## config.mk

```make
export PLATFORM = sky130hd
export DESIGN_NAME = approx_mult_seq
export DESIGN_NICKNAME = d
export VERILOG_FILES = /design/src/rtl/approx_mult_seq.sv
export SDC_FILE = /design/constraint.sdc
export NUM_CORES = 1
export LEC_CHECK = 0
export BUFFER_PORTS_ARGS = -buffer_cell sky130_fd_sc_hd__buf_2
export CORE_MARGIN = 2
export CORE_UTILIZATION = 55
export CTS_CLUSTER_SIZE = 20
export DETAILED_ROUTE_END_ITERATION = 10
export PLACE_DENSITY = 0.75
export RECOVER_POWER = 100
export SYNTH_ARGS = -nofsm -noshare
export SYNTH_HDL_FRONTEND = slang
export SYNTH_SLANG_ARGS = --single-unit
```

## constraint.sdc

```tcl
create_clock -name clk -period 9.5 [get_ports clk]
set_input_delay 1.9 -clock clk [delete_from_list [all_inputs] [get_ports clk]]
set_output_delay 1.9 -clock clk [all_outputs]
set_load 0.02 [all_outputs]
```

## src/rtl/approx_mult_seq.sv

```systemverilog
// Multi-cycle unsigned WIDTH x WIDTH multiplier reusing one 4x4 nibble multiplier.
// Approximate mode skips partial products whose diagonal i+j falls below DROP.
module approx_mult_seq #(
    parameter int WIDTH = 16,
    parameter int DROP  = 1
) (
    input  logic               clk,
    input  logic               rst_n,
    input  logic               in_valid,
    output logic               in_ready,
    input  logic [WIDTH-1:0]   A,
    input  logic [WIDTH-1:0]   B,
    input  logic               mode,
    output logic               out_valid,
    input  logic               out_ready,
    output logic [2*WIDTH-1:0] R,
    output logic               busy
);

    localparam int K  = WIDTH / 4;
    localparam int NS = K * K;
    localparam int CW = $clog2(NS);
    localparam int IW = $clog2(K);
    localparam logic [CW-1:0] LAST   = CW'(NS - 1);
    localparam logic [IW-1:0] LAST_I = IW'(K - 1);
    localparam logic [31:0]   DROP_U = 32'(DROP);

    typedef enum logic [1:0] {IDLE, BUSY, DONE} state_t;

    state_t             state;
    logic [WIDTH-1:0]   a_q;
    logic [WIDTH-1:0]   b_q;
    logic               mode_q;
    logic [2*WIDTH-1:0] acc;
    logic [CW-1:0]      cnt;
    logic [IW-1:0]      ii;
    logic [IW-1:0]      jj;

    logic [3:0]         a_nib;
    logic [3:0]         b_nib;
    logic [7:0]         pp;
    logic [IW:0]        diag;
    logic               skip;
    logic [2*WIDTH-1:0] contrib;
    logic [2*WIDTH-1:0] sum;

    // ii/jj walk the nibble grid alongside cnt so no divider is needed
    always_comb begin
        a_nib   = a_q[{ii, 2'b00} +: 4];
        b_nib   = b_q[{jj, 2'b00} +: 4];
        pp      = {4'b0000, a_nib} * {4'b0000, b_nib};
        diag    = {1'b0, ii} + {1'b0, jj};
        skip    = mode_q && (32'(diag) < DROP_U);
        contrib = '0;
        if (!skip) begin
            contrib = {{(2*WIDTH-8){1'b0}}, pp} << {diag, 2'b00};
        end
        sum = acc + contrib;
    end

    always_ff @(posedge clk) begin
        if (!rst_n) begin
            state     <= IDLE;
            in_ready  <= 1'b1;
            out_valid <= 1'b0;
            busy      <= 1'b0;
            R         <= '0;
            acc       <= '0;
            cnt       <= '0;
            ii        <= '0;
            jj        <= '0;
            a_q       <= '0;
            b_q       <= '0;
            mode_q    <= 1'b0;
        end else begin
            unique case (state)
                IDLE: begin
                    if (in_valid && in_ready) begin
                        a_q      <= A;
                        b_q      <= B;
                        mode_q   <= mode;
                        acc      <= '0;
                        cnt      <= '0;
                        ii       <= '0;
                        jj       <= '0;
                        in_ready <= 1'b0;
                        busy     <= 1'b1;
                        state    <= BUSY;
                    end
                end
                BUSY: begin
                    acc <= sum;
                    cnt <= cnt + 1'b1;
                    if (ii == LAST_I) begin
                        ii <= '0;
                        jj <= jj + 1'b1;
                    end else begin
                        ii <= ii + 1'b1;
                    end
                    if (cnt == LAST) begin
                        R         <= sum;
                        out_valid <= 1'b1;
                        busy      <= 1'b0;
                        state     <= DONE;
                    end
                end
                DONE: begin
                    if (out_ready) begin
                        out_valid <= 1'b0;
                        in_ready  <= 1'b1;
                        state     <= IDLE;
                    end
                end
                default: begin
                    state <= IDLE;
                end
            endcase
        end
    end

endmodule
```

# == Word-level counts from Yosys, hierarchy flattened ==
# Index checks and enable logic that the tools add are counted.
# op_classes
add_sub_neg,5
multipliers,1
magnitude_cmp,1
n_eq_ne,8
shift,3
mux,23
n_reduce_logical,14
# ops
operator,count
32-bit 2-to-1 mux,2
32-bit case mux with 2 select lines,1
32-bit adder,1
16-bit by 5-bit variable part select with 4-bit output,2
8-bit by 5-bit << shifter with 32-bit output,1
3-bit AND reduction,5
2-bit 2-to-1 mux,6
4-bit by 4-bit multiplier with 8-bit output,1
"2-bit != test, second input constant",4
2-bit case mux with 2 select lines,2
4-bit case mux with 2 select lines,1
1-bit 2-to-1 mux,6
1-bit case mux with 2 select lines,3
2-bit case mux with 3 select lines,1
2-bit AND reduction,3
2-bit nonzero test,3
"2-bit by 1-bit adder with 2-bit output, second input constant",2
"4-bit by 1-bit adder with 4-bit output, second input constant",1
"2-bit equality test, second input constant",2
"4-bit equality test, second input constant",1
4-bit 2-to-1 mux,1
2-bit by 2-bit adder with 3-bit output,1
"3-bit by 1-bit less-than comparator with 1-bit output, second input constant",1
"2-bit by 1-bit equality test with 1-bit output, second input constant",1
2 further kinds,3
# totals
regBits,110
out_inout_bits,35

# == Logic depth before layout (Yosys ltp) ==
# Gate-level depths: netlist of the first run.
# depth
ltp_word,6
mapped_depth,25
depth_no_buf,22

# == Worst setup path before layout of the first run ==
# No wires, ideal clock.
# synth_path
path_type,reg2reg
start,register jj[0]
end,register R[25]
setup_ns,0.122
arrival_ns,5.527
t_required_ns,9.378
path_slack_ns,3.851
stages_incl_launch_ff,23
n_path_buf,1
period_less_slack_ns,5.649
cell_sequence,dfxtp_1 clkbuf_1 mux4_2 and2_1 fa_1 ha_1 ha_1 and3_1 a221o_1 nor2_1 xor2_1 nor2_1 nor2_1 nor2_1 ha_1 and4_4 o2bb2ai_1 a2111o_1 o21a_1 o211ai_1 nand2_1 mux2i_1 a311o_1
# synth_between
elab_chain_cells,5
elab_cells_between_ends,8
classes_between,add/sub (2); mul (1); order compare (1); shift (2); mux (1); reduce/logical (1)
# synth_lines
element,line,text
start: declaration,37,logic [IW-1:0] jj;
start signal: assignment,96,jj <= jj + 1'b1;
16-bit by 5-bit variable part select with 4-bit output / 2-bit by 2-bit adder with 3-bit output (equally long branches),"50, 52",
4-bit by 4-bit multiplier with 8-bit output / 3-bit by 1-bit less-than comparator with 1-bit output (equally long branches),"51, 53",
8-bit by 5-bit << shifter with 32-bit output / 1-bit logical AND (equally long branches),"56, 53",
32-bit 2-to-1 mux *,55,if (!skip) begin
32-bit adder *,58,sum = acc + contrib;
end signal: assignment,101,R <= sum;
end: declaration,16,"output logic [2*WIDTH-1:0] R,"
# Every way passes the cells marked *; elsewhere a longest branch is shown, timed or not.
# A chain may end at the register's enable or synchronous reset.

# == Worst setup path after layout of the first run ==
# layout_path
start,register jj[0]
end,register acc[18]
# layout_between
elab_chain_cells,6
elab_cells_between_ends,9
classes_between,add/sub (2); mul (1); order compare (1); shift (2); mux (2); reduce/logical (1)
# layout_lines
element,line,text
16-bit by 5-bit variable part select with 4-bit output / 2-bit by 2-bit adder with 3-bit output (equally long branches),"50, 52",
4-bit by 4-bit multiplier with 8-bit output / 3-bit by 1-bit less-than comparator with 1-bit output (equally long branches),"51, 53",
8-bit by 5-bit << shifter with 32-bit output / 1-bit logical AND (equally long branches),"56, 53",
32-bit 2-to-1 mux *,55,
32-bit adder *,58,
32-bit case mux with 2 select lines *,76,unique case (state)
end signal: assignment,92,acc <= sum;
end: declaration,34,logic [2*WIDTH-1:0] acc;
# Marked as above.

==> impl_metrics.json, run 1 <==
{
  "synth_fp_nets": 954,
  "layout-drive-gt1-share": 0.0813,
  "drc": 0,
  "synth_edf_count": 0,
  "rr_worst_depth": 21,
  "crit_path_max_fanout": 9,
  "power.total_mw": 0.970,
  "finalHoldViolations": 0,
  "powerDensity_mw_per_mm2": 131,
  "critPathLaunch": "jj[0]",
  "initial_utilization": 0.561,
  "maxCapViolations": 1,
  "critPathLaunchType": "flop",
  "met1_usage": 0.359,
  "worst_ep_required_time_ns": 9.73,
  "vias": 6292,
  "fin_crit_ns": 6.40,
  "crit_top_cell": "nor2_1",
  "violations": "max-capacitance violations, max-slew violations",
  "use_met2": 0.464,
  "worstHoldStart": "R[4]",
  "critical_path_arrival_ns": 6.63,
  "holdPathStages": 2,
  "cts_max_path_buffers": 2,
  "filler_cell_count": 1147,
  "cts.sinks": 110,
  "wl_per_cell_um": 16.6,
  "leakage_nw": 3.02,
  "cts_root_buf": "clkbuf_16",
  "syn_to_final_growth_pct": 9.76,
  "drtIter0Drc": 454,
  "dpl_cell_area_mm2": 0.00714,
  "antenna_found_initial": 0,
  "htree_levels": 3,
  "synth.distinct_cells": 64,
  "regToRegStartpoint": "jj[0]",
  "yosysSeqAreaShare": 0.327,
  "timing.final.crit_share": 0.674,
  "outcome": "complete, but fails checks",
  "insertion_delay_ns": 0.37,
  "setup_violations": 0,
  "track_usage": 0.273,
  "top_usage_layer": "met2",
  "worst_pin_slew_ns": 2.86,
  "r2r_setup_slack_ns": 3.10,
  "cp.buffers_inverters": 0,
  "place.gp.congestion": 0.951,
  "die_area_mm2": 0.0132,
  "worst_path_max_delay_cell": "a311oi_1",
  "post-cts-setup-buffer-count": 0,
  "tns_ns": 0,
  "hold_path.class": "flop to flop",
  "grt_pass1_wl_mm": 28.7,
  "grt_overflow": 0,
  "die-width_um": 115,
  "ant_nets": 0,
  "synth_seq_cells": 110,
  "crit_cells": 21,
  "die_h_um": 115,
  "clock_skew_ns": 0.0117,
  "dominantRegCellSynth": "dfxtp_1",
  "rows": 40,
  "cts_tree": "built",
  "maxSlewViolCount": 63,
  "final_nets": 994,
  "cp-end-kind": "flop",
  "n_antenna_cell": 0,
  "netlist_instances": 865,
  "synth.avg_cell_area_um2": 7.79,
  "r2r_end": "acc[18]",
  "cts_buffers": 9,
  "grt_pass1_vias": 5888,
  "grt_start_max_net_pins": 63,
  "clock.fmax_mhz": 156,
  "drt_pass1_iterations": 5,
  "wl_mm": 17.5,
  "crit_type": "flop to flop",
  "slew-limit-headroom": -0.909,
  "final_area_mm2": 0.00740,
  "ys_warn_count": 0,
  "cts_hold_buffers": 0,
  "peakVddDrop_v": 0.000150,
  "crit_chain": "mux4_2 > and2_1 > fa_1 > ha_1 > ha_1 > and3_1 > a221o_1 > nor2_1 > xor2_1 > nor2_1 > nor2_1 > nor2_1 > ha_1 > a21oi_1 > o22ai_1 > o21a_1 > a311oi_1 > o21ai_0 > a211oi_1 > xnor2_1 > o21ai_0",
  "netlist_area_mm2": 0.00674,
  "rsz0062_at_grt": "false",
  "critPathTopFamily": "compound AO/OA/AOI/OAI gates",
  "coreArea_mm2": 0.0120,
  "ctsResizeCount": 0,
  "port_buffers": 71,
  "min_to": "R[4]",
  "vias_per_cell": 5.95,
  "io_pins": 72,
  "use_met3": 0.0424,
  "cpPeakStageDelay_ns": 0.63,
  "ys_async_sr_fraction": 0,
  "clkTransAtPathRegs_ns": 0.08,
  "dp_hpwl_mm": 12.7
}
[synthesized netlist by cell type (2+ instances only)]
cell type  instances  area (um2)
a2111oi_0          2        17.5
a211oi_1           6        45.0
a21o_1            14         105
a21oi_1          103         515
a221o_1            3        30.0
a22oi_1            3        22.5
a2bb2oi_1          2        17.5
a311o_1            2        20.0
a311oi_2           2        30.0
a31oi_1            7        43.8
a32oi_1            2        17.5
and2_1            23         144
and3_1             5        31.3
and4_1             6        52.6
buf_1              3        11.3
buf_2              7        35.0
buf_6              2        22.5
clkbuf_1          38         143
dfxtp_1          110        2200
fa_1               6         120
ha_1              46         576
inv_1             21        78.8
mux2i_1            5        50.1
mux4_2             8         180
nand2_1          164         616
nand2_2            2        12.5
nand2b_1           5        31.3
nand3_1           35         175
nand4_1           12        75.1
nand4b_1           2        17.5
nor2_1            63         236
nor2b_1           11        68.8
nor3_1            12        60.1
nor4_1             3        18.8
o211ai_1           7        52.6
o21a_1             6        45.0
o21ai_0           28         140
o21ai_1           20         100
o21bai_1           5        37.5
o2bb2ai_1          3        26.3
or2_2              2        12.5
or3_1              7        43.8
xnor2_1           19         166
xor2_1            13         114
[tightest hold or removal path, stage by stage, from the launching register on]
cell,delay [ns]
dfxtp_1,0.31
nand2_1,0.05
a21oi_1,0.05
[cells by family (layout without fill, tap and decap cells)]
family	count (synthesis)	after routing	synth area share
simple gates	357	357	0.243
compound gates	230	230	0.208
flops	110	110	0.327
buf+inv	71	116	0.0431
fa+ha+maj	52	52	0.103
xor+xnor	32	32	0.0416
mux	13	13	0.0342
[power breakdown]
part	internal, mW	switching [mW]
logic	0.0267	0.0533
clock network	0.214	0.196
registers	0.472	0.00835
total	0.713	0.258
[stage by stage]
step                       util  hold slack, ns  instances  setup WS, ns
final                     0.616           0.457       1057          3.10
after global routing      0.616           0.482       1057          2.63
after CTS                 0.621           0.459       1057          3.42
after detailed placement  0.594           0.447       1041          3.50
after global placement    0.594           0.440       1041          3.56
after floorplan               -           0.432        865          3.85
[placed cells by master, fill, tap and decap left out, types with 13 or more instances in the layout]
master | Yosys | final
a21o_1 | 14 | 14
a21oi_1 | 103 | 103
and2_1 | 23 | 21
buf_2 | 7 | 35
clkbuf_1 | 38 | 37
dfxtp_1 | 110 | 110
ha_1 | 46 | 46
inv_1 | 21 | 21
nand2_1 | 164 | 164
nand3_1 | 35 | 35
nor2_1 | 63 | 63
o21ai_0 | 28 | 44
xnor2_1 | 19 | 19
xor2_1 | 13 | 13
[area by class of cell]
type | count | area (um2) | area share
Clock inverter | 7 | 100 | 0.0135
Tap cell | 147 | 184 | 0.0249
Timing Repair Buffer | 79 | 367 | 0.0496
Clock buffer | 9 | 225 | 0.0304
Sequential cell | 110 | 2200 | 0.298
Inverter | 21 | 78.8 | 0.0107
Multi-Input combinational cell | 684 | 4240 | 0.573
[flip-flops by register name, indices dropped and copies added (netlist names)]
register	cells
R	32
a_q	16
acc	32
b_q	16
busy	1
cnt	4
ii	2
in_ready	1
jj	2
mode_q	1
out_valid	1
state	2
[worst max path at each step]
stage | endpoint
finish | acc[18]
global placement | R[25]
floorplan | R[25]
global route | acc[16]
CTS | R[25]
detailed placement | R[31]
[layer usage]
layer  vias to the layer above  part of all wire
met1                      2954              0.45
met2                       179              0.48
li1                       3130                 -
met3                        29             0.050
met5                         -                 0
met4                         0             0.020
Note: power is estimated with default switching activity, not from simulation.
==> inputs of run 2 (changes only) <==
Clock period 9.5 ns to 6.3 ns, I/O delays scaled along.
==> run 2 against run 1 <==
The flow still finishes with violations (max-capacitance violations, max-slew violations). Global-route usage grew 0.17 points. Routed wire length fell by 0.64%. Register-to-register slack lost 2.8 ns. Clock power is 43% higher. Hold slack improved by 0.0021 ns. Largest power group unchanged.
==> impl_metrics.json, run 2 (same netlist as run 1, synthesis figures left out) <==
{
  "power_frac_comb": 0.085,
  "drtIter0Drc": 508,
  "rows": 40,
  "cts.sinks": 110,
  "dp_hpwl_mm": 12.7,
  "rsz0062_at_grt": "false",
  "cp-end-kind": "flop",
  "worst_pin_slew_ns": 2.29,
  "io_pins": 72,
  "critPathLaunchType": "flop",
  "maxCapViolations": 1,
  "rr_worst_depth": 21,
  "final_area_mm2": 0.00745,
  "clkTransAtPathRegs_ns": 0.08,
  "vias": 6306,
  "port_buffers": 71,
  "track_usage": 0.275,
  "hold_path.class": "flop to flop",
  "timing.final.crit_share": 0.945,
  "final_nets": 1001,
  "drc": 0,
  "initial_utilization": 0.561,
  "die-width_um": 115,
  "violations": "max-capacitance violations, max-slew violations",
  "setup_violations": 0,
  "critical_path_arrival_ns": 6.19,
  "grt_pass1_vias": 5804,
  "n_antenna_cell": 0,
  "clock_skew_ns": 0.00989,
  "critPathLaunch": "jj[0]",
  "place.gp.congestion": 0.952,
  "dpl_cell_area_mm2": 0.00719,
  "ant_nets": 0,
  "vias_per_cell": 5.93,
  "finalHoldViolations": 0,
  "drt_pass1_iterations": 6,
  "grt_start_max_net_pins": 53,
  "top_regs": "R: 32 flops, acc: 32 flops",
  "internal_power_mw": 1.04,
  "leakage_nw": 3.05,
  "clock_power_share": 0.410,
  "grt_overflow": 0,
  "insertion_delay_ns": 0.37,
  "power.total_mw": 1.43,
  "r2r_setup_slack_ns": 0.34,
  "cts_tree": "built",
  "crit_end": "acc[16]",
  "p_seq_frac": 0.505,
  "die_area_mm2": 0.0132,
  "antenna_found_initial": 0,
  "maxSlewViolCount": 53,
  "swShare": 0.276,
  "outcome": "complete, but fails checks",
  "cts_buffers": 9,
  "peakVddDrop_v": 0.000187,
  "fin_crit_ns": 5.96,
  "wl_per_cell_um": 16.3,
  "coreArea_mm2": 0.0120,
  "layout-drive-gt1-share": 0.0949,
  "tns_ns": 0,
  "netSwitchingPower_mw": 0.396,
  "cts_hold_buffers": 0,
  "clock.fmax_mhz": 168,
  "crit_path_max_fanout": 9,
  "cts_max_path_buffers": 2,
  "wl_mm": 17.4,
  "slew-limit-headroom": -0.525,
  "r2r_end": "acc[16]",
  "regToRegStartpoint": "jj[0]",
  "cts_root_buf": "clkbuf_16",
  "powerDensity_mw_per_mm2": 192,
  "worst_ep_required_time_ns": 6.53,
  "syn_to_final_growth_pct": 10.5,
  "htree_levels": 3,
  "die_h_um": 115,
  "grt_pass1_wl_mm": 28.8,
  "final_cell_mix": "nand2_1, dfxtp_1, a21oi_1, nor2_1, ha_1",
  "layout_commonest_cell": "nand2_1",
  "crit_type": "flop to flop"
}
-- run 2: cell types whose count changed in the layout (fill, tap and decap cells not counted), moves of 2 or more --
cell,change
o21ai_1,+4
dfxtp_2,+2
o21ai_0,-4
dfxtp_1,-2
buf_4,+7
-- run 2: power groups by stage --
stage / clock network [mW] / logic [mW] / registers, mW
floorplan: 0 / 0.0816 / 0.736
global placement: 0 / 0.119 / 0.740
detailed placement: 0 / 0.121 / 0.741
CTS: 0.591 / 0.122 / 0.724
global route: 0.622 / 0.135 / 0.727
finish: 0.587 / 0.121 / 0.724
-- run 2: layout make-up --
class | count | area [um2]
Fill cell | 1123 | 4560
Inverter | 21 | 78.8
Tap cell | 147 | 184
Sequential cell | 110 | 2200
Clock inverter | 7 | 81.3
Clock buffer | 9 | 225
Timing Repair Buffer | 86 | 419
Multi-Input combinational cell | 684 | 4260
-- run 2: worst max-delay path, cell delays in order, from the launching register on --
cell      delay [ns]
dfxtp_2         0.46
mux4_2          0.56
and2_1          0.20
fa_1            0.48
ha_1            0.33
ha_1            0.35
and3_1          0.20
a221o_1         0.34
nor2_1          0.12
xor2_1          0.24
nor2_1          0.06
nor2_1          0.25
nor2_1          0.09
ha_1            0.35
a21oi_1         0.17
o22ai_1         0.09
o21a_1          0.20
a311oi_2        0.46
o21ai_1         0.25
a31oi_1         0.34
xor2_1          0.18
o21ai_1         0.08
-- run 2: worst min path at each step --
| stage | start | endpoint | slack [ns] | cells after the start |
|---|---|---|---|---|
| 6_report | R[5] | R[5] | 0.46 | 2 |
| 5_1_grt | a_q[8] | a_q[8] | 0.48 | 2 |
| 4_1_cts | R[5] | R[5] | 0.46 | 2 |
| 3_5_place_dp | R[5] | R[5] | 0.44 | 2 |
| 3_3_place_gp | b_q[11] | b_q[11] | 0.44 | 2 |
| 2_1_floorplan | acc[10] | acc[10] | 0.43 | 2 |
-- run 2: metal layers --
metal | track usage | up-vias | share of wire
met5 | 0 | - | 0
met4 | 0.0876 | 0 | 0.022
met3 | 0.0508 | 30 | 0.058
met2 | 0.462 | 203 | 0.47
met1 | 0.360 | 2924 | 0.45
li1 | - | 3149 | -
-- run 2: what timing repair did --
action | in CTS | in global routing
resized for setup | 0 | 2
buffers inserted | 0 | 0
endpoints found under the setup margin | 0 | 20
-- run 2: stage by stage --
stage	setup slack, ns	util	instances	hold slack [ns]
final	0.344	0.620	1064	0.459
after global routing	0.0105	0.620	1064	0.476
after CTS	0.235	0.624	1064	0.456
after detailed placement	0.264	0.599	1048	0.445
after global placement	0.384	0.599	1048	0.439
after floorplan	0.651	-	865	0.432
==> inputs of run 3 (changes only) <==
Settings changed: CORE_MARGIN 2 to default.
==> run 3 against run 2 <==
The flow now finishes without violations. Non-clock buffer count down 2. Fmax is essentially flat. Register-to-register slack about the same. Global-route usage about the same. First-iteration DRC count unchanged. Utilization shrank 0.065 points. Critical path depth did not move. Combinational power about the same. Via count shrank 1.6%. Final cell count is essentially flat. Highest routed layer unchanged.
==> impl_metrics.json, run 3 (same netlist as run 1, synthesis figures left out) <==
{
  "io_pins": 72,
  "fin_util": 0.620,
  "wl_met2_mm": 7.82,
  "syn_to_final_growth_pct": 9.97,
  "rsz0062_at_grt": "false",
  "crit_top_cell": "nor2_1",
  "wl_met1_mm": 7.74,
  "swShare": 0.262,
  "top_regs": "R: 32 flops, acc: 32 flops",
  "worst_path_max_delay_cell": "mux4_2",
  "power_frac_comb": 0.086,
  "drt_pass1_iterations": 5,
  "place_ws_ns": 0.250,
  "cp-end-kind": "flop",
  "grt_pass1_wl_mm": 27.9,
  "final_nets": 999,
  "dp_hpwl_mm": 12.4,
  "crit_type": "flop to flop",
  "layout_commonest_cell": "nand2_1",
  "cts_max_path_buffers": 2,
  "timing.final.crit_share": 0.946,
  "wl_per_cell_um": 15.8,
  "top_layer": "met4",
  "p_seq_frac": 0.519,
  "clock_power_share": 0.394,
  "netSwitchingPower_mw": 0.366,
  "setup_violations": 0,
  "antenna_found_initial": 1,
  "peakVddDrop_v": 0.000173,
  "internal_power_mw": 1.03,
  "grt_pass1_vias": 5606,
  "htree_levels": 3,
  "worst_pin_slew_ns": 1.40,
  "cpPeakStageDelay_ns": 0.57,
  "leakage_nw": 3.03,
  "initial_utilization": 0.563,
  "die_area_mm2": 0.0127,
  "drtIter0Drc": 508,
  "cts_root_buf": "clkbuf_16",
  "crit_chain": "mux4_2 > and2_1 > fa_1 > ha_1 > ha_1 > and3_1 > a221o_1 > nor2_1 > xor2_1 > nor2_1 > nor2_1 > nor2_1 > ha_1 > and4_4 > nand3_1 > a21oi_1 > o211a_1 > o21a_2 > o2111ai_2 > or3_1 > o21ai_0",
  "cts.sinks": 110,
  "port_buffers": 71,
  "wl_met3_um": 868,
  "layout-drive-gt1-share": 0.0907,
  "cts_tree": "built",
  "place.gp.congestion": 0.984,
  "grt_start_max_net_pins": 54,
  "powerDensity_mw_per_mm2": 188,
  "critPathLaunchType": "flop",
  "clock.fmax_mhz": 168,
  "cts_buffers": 9,
  "maxCapViolations": 0,
  "setup_ws_ns": 0.343,
  "drc": 0,
  "cts_hold_buffers": 0,
  "die_h_um": 113,
  "maxSlewViolCount": 0,
  "fin_crit_ns": 5.96,
  "critical_path_arrival_ns": 6.25,
  "final_cell_mix": "nand2_1, dfxtp_1, a21oi_1, nor2_1, ha_1",
  "ant_nets": 0,
  "clkTransAtPathRegs_ns": 0.08,
  "insertion_delay_ns": 0.37,
  "track_usage": 0.275,
  "wl_mm": 16.8,
  "vias": 6205,
  "vias_per_cell": 5.84,
  "grt_overflow": 0,
  "hold_path.class": "flop to flop",
  "fin_hold_ws_ns": 0.456,
  "clock_skew_ns": 0.0129,
  "outcome": "completed",
  "finalHoldViolations": 0,
  "slew-limit-headroom": 0.0636,
  "worst_ep_required_time_ns": 6.59,
  "die-width_um": 113,
  "tns_ns": 0,
  "crit_path_max_fanout": 9,
  "rows": 40,
  "coreArea_mm2": 0.0120
}
## run 3: cell count changes in the layout (fill, tap and decap cells not counted), moves of 2 or more
cell	delta
o21ai_1	-3
clkinv_8	-2
o21ai_0	+3
clkinv_4	+2
clkbuf_1	+2
buf_4	-3
inv_6	-2
## run 3: routing by layer
layer,vias up,GRT usage
li1,3130,-
met1,2859,0.364
met5,-,0
met2,180,0.444
met3,36,0.0509
met4,0,0.111
## run 3: critical path: cells and delay by family (launching register included)
family                   cells  cell delay (ns)
AND/OR/NAND/NOR              9             1.70
adder cells (fa/ha/maj)      4             1.53
AO/OA/AOI/OAI                6             1.40
multiplexers                 1             0.57
flip-flops                   1             0.45
XOR/XNOR                     1             0.24
## run 3: final cells by class
| class | instances | area, um2 |
|---|---|---|
| Tap cell | 147 | 184 |
| Multi-Input combinational cell | 684 | 4260 |
| Clock inverter | 6 | 53.8 |
| Clock buffer | 10 | 229 |
| Inverter | 21 | 78.8 |
| Fill cell | 1081 | 4550 |
| Antenna cell | 1 | 2.50 |
| Timing Repair Buffer | 84 | 400 |
| Sequential cell | 110 | 2200 |
## run 3: timing repair
action                                 CTS  global route
setup endpoints to repair                0            10
resized for setup                        0             3
endpoints found under the hold margin    0             0
buffers inserted                         0             0
## run 3: path summary, 6_finish.rpt
check	startpoint	end	slack, ns	depth (start not counted)
min reg2reg	R[8]	R[8]	0.46	2
max	jj[0]	acc[31]	0.34	21
max reg2reg	jj[0]	acc[31]	0.34	21
min	R[8]	R[8]	0.46	2
## run 3: power groups by stage
| stage | combinational, mW | sequential (mW) | clock [mW] |
|---|---|---|---|
| floorplan | 0.0816 | 0.736 | 0 |
| global placement | 0.119 | 0.740 | 0 |
| CTS | 0.121 | 0.724 | 0.562 |
| global route | 0.134 | 0.726 | 0.587 |
| finish | 0.120 | 0.724 | 0.550 |
| detailed placement | 0.121 | 0.740 | 0 |
## run 3: per-stage QoR
step / cell area [um2] / power (mW) / cells
after CTS: 7460 / 1.41 / 1062
after floorplan: 6740 / 0.818 / 865
after global placement: 7180 / 0.860 / 1046
after detailed placement: 7180 / 0.860 / 1046
final: 7410 / 1.39 / 1063
after global routing: 7410 / 1.45 / 1062
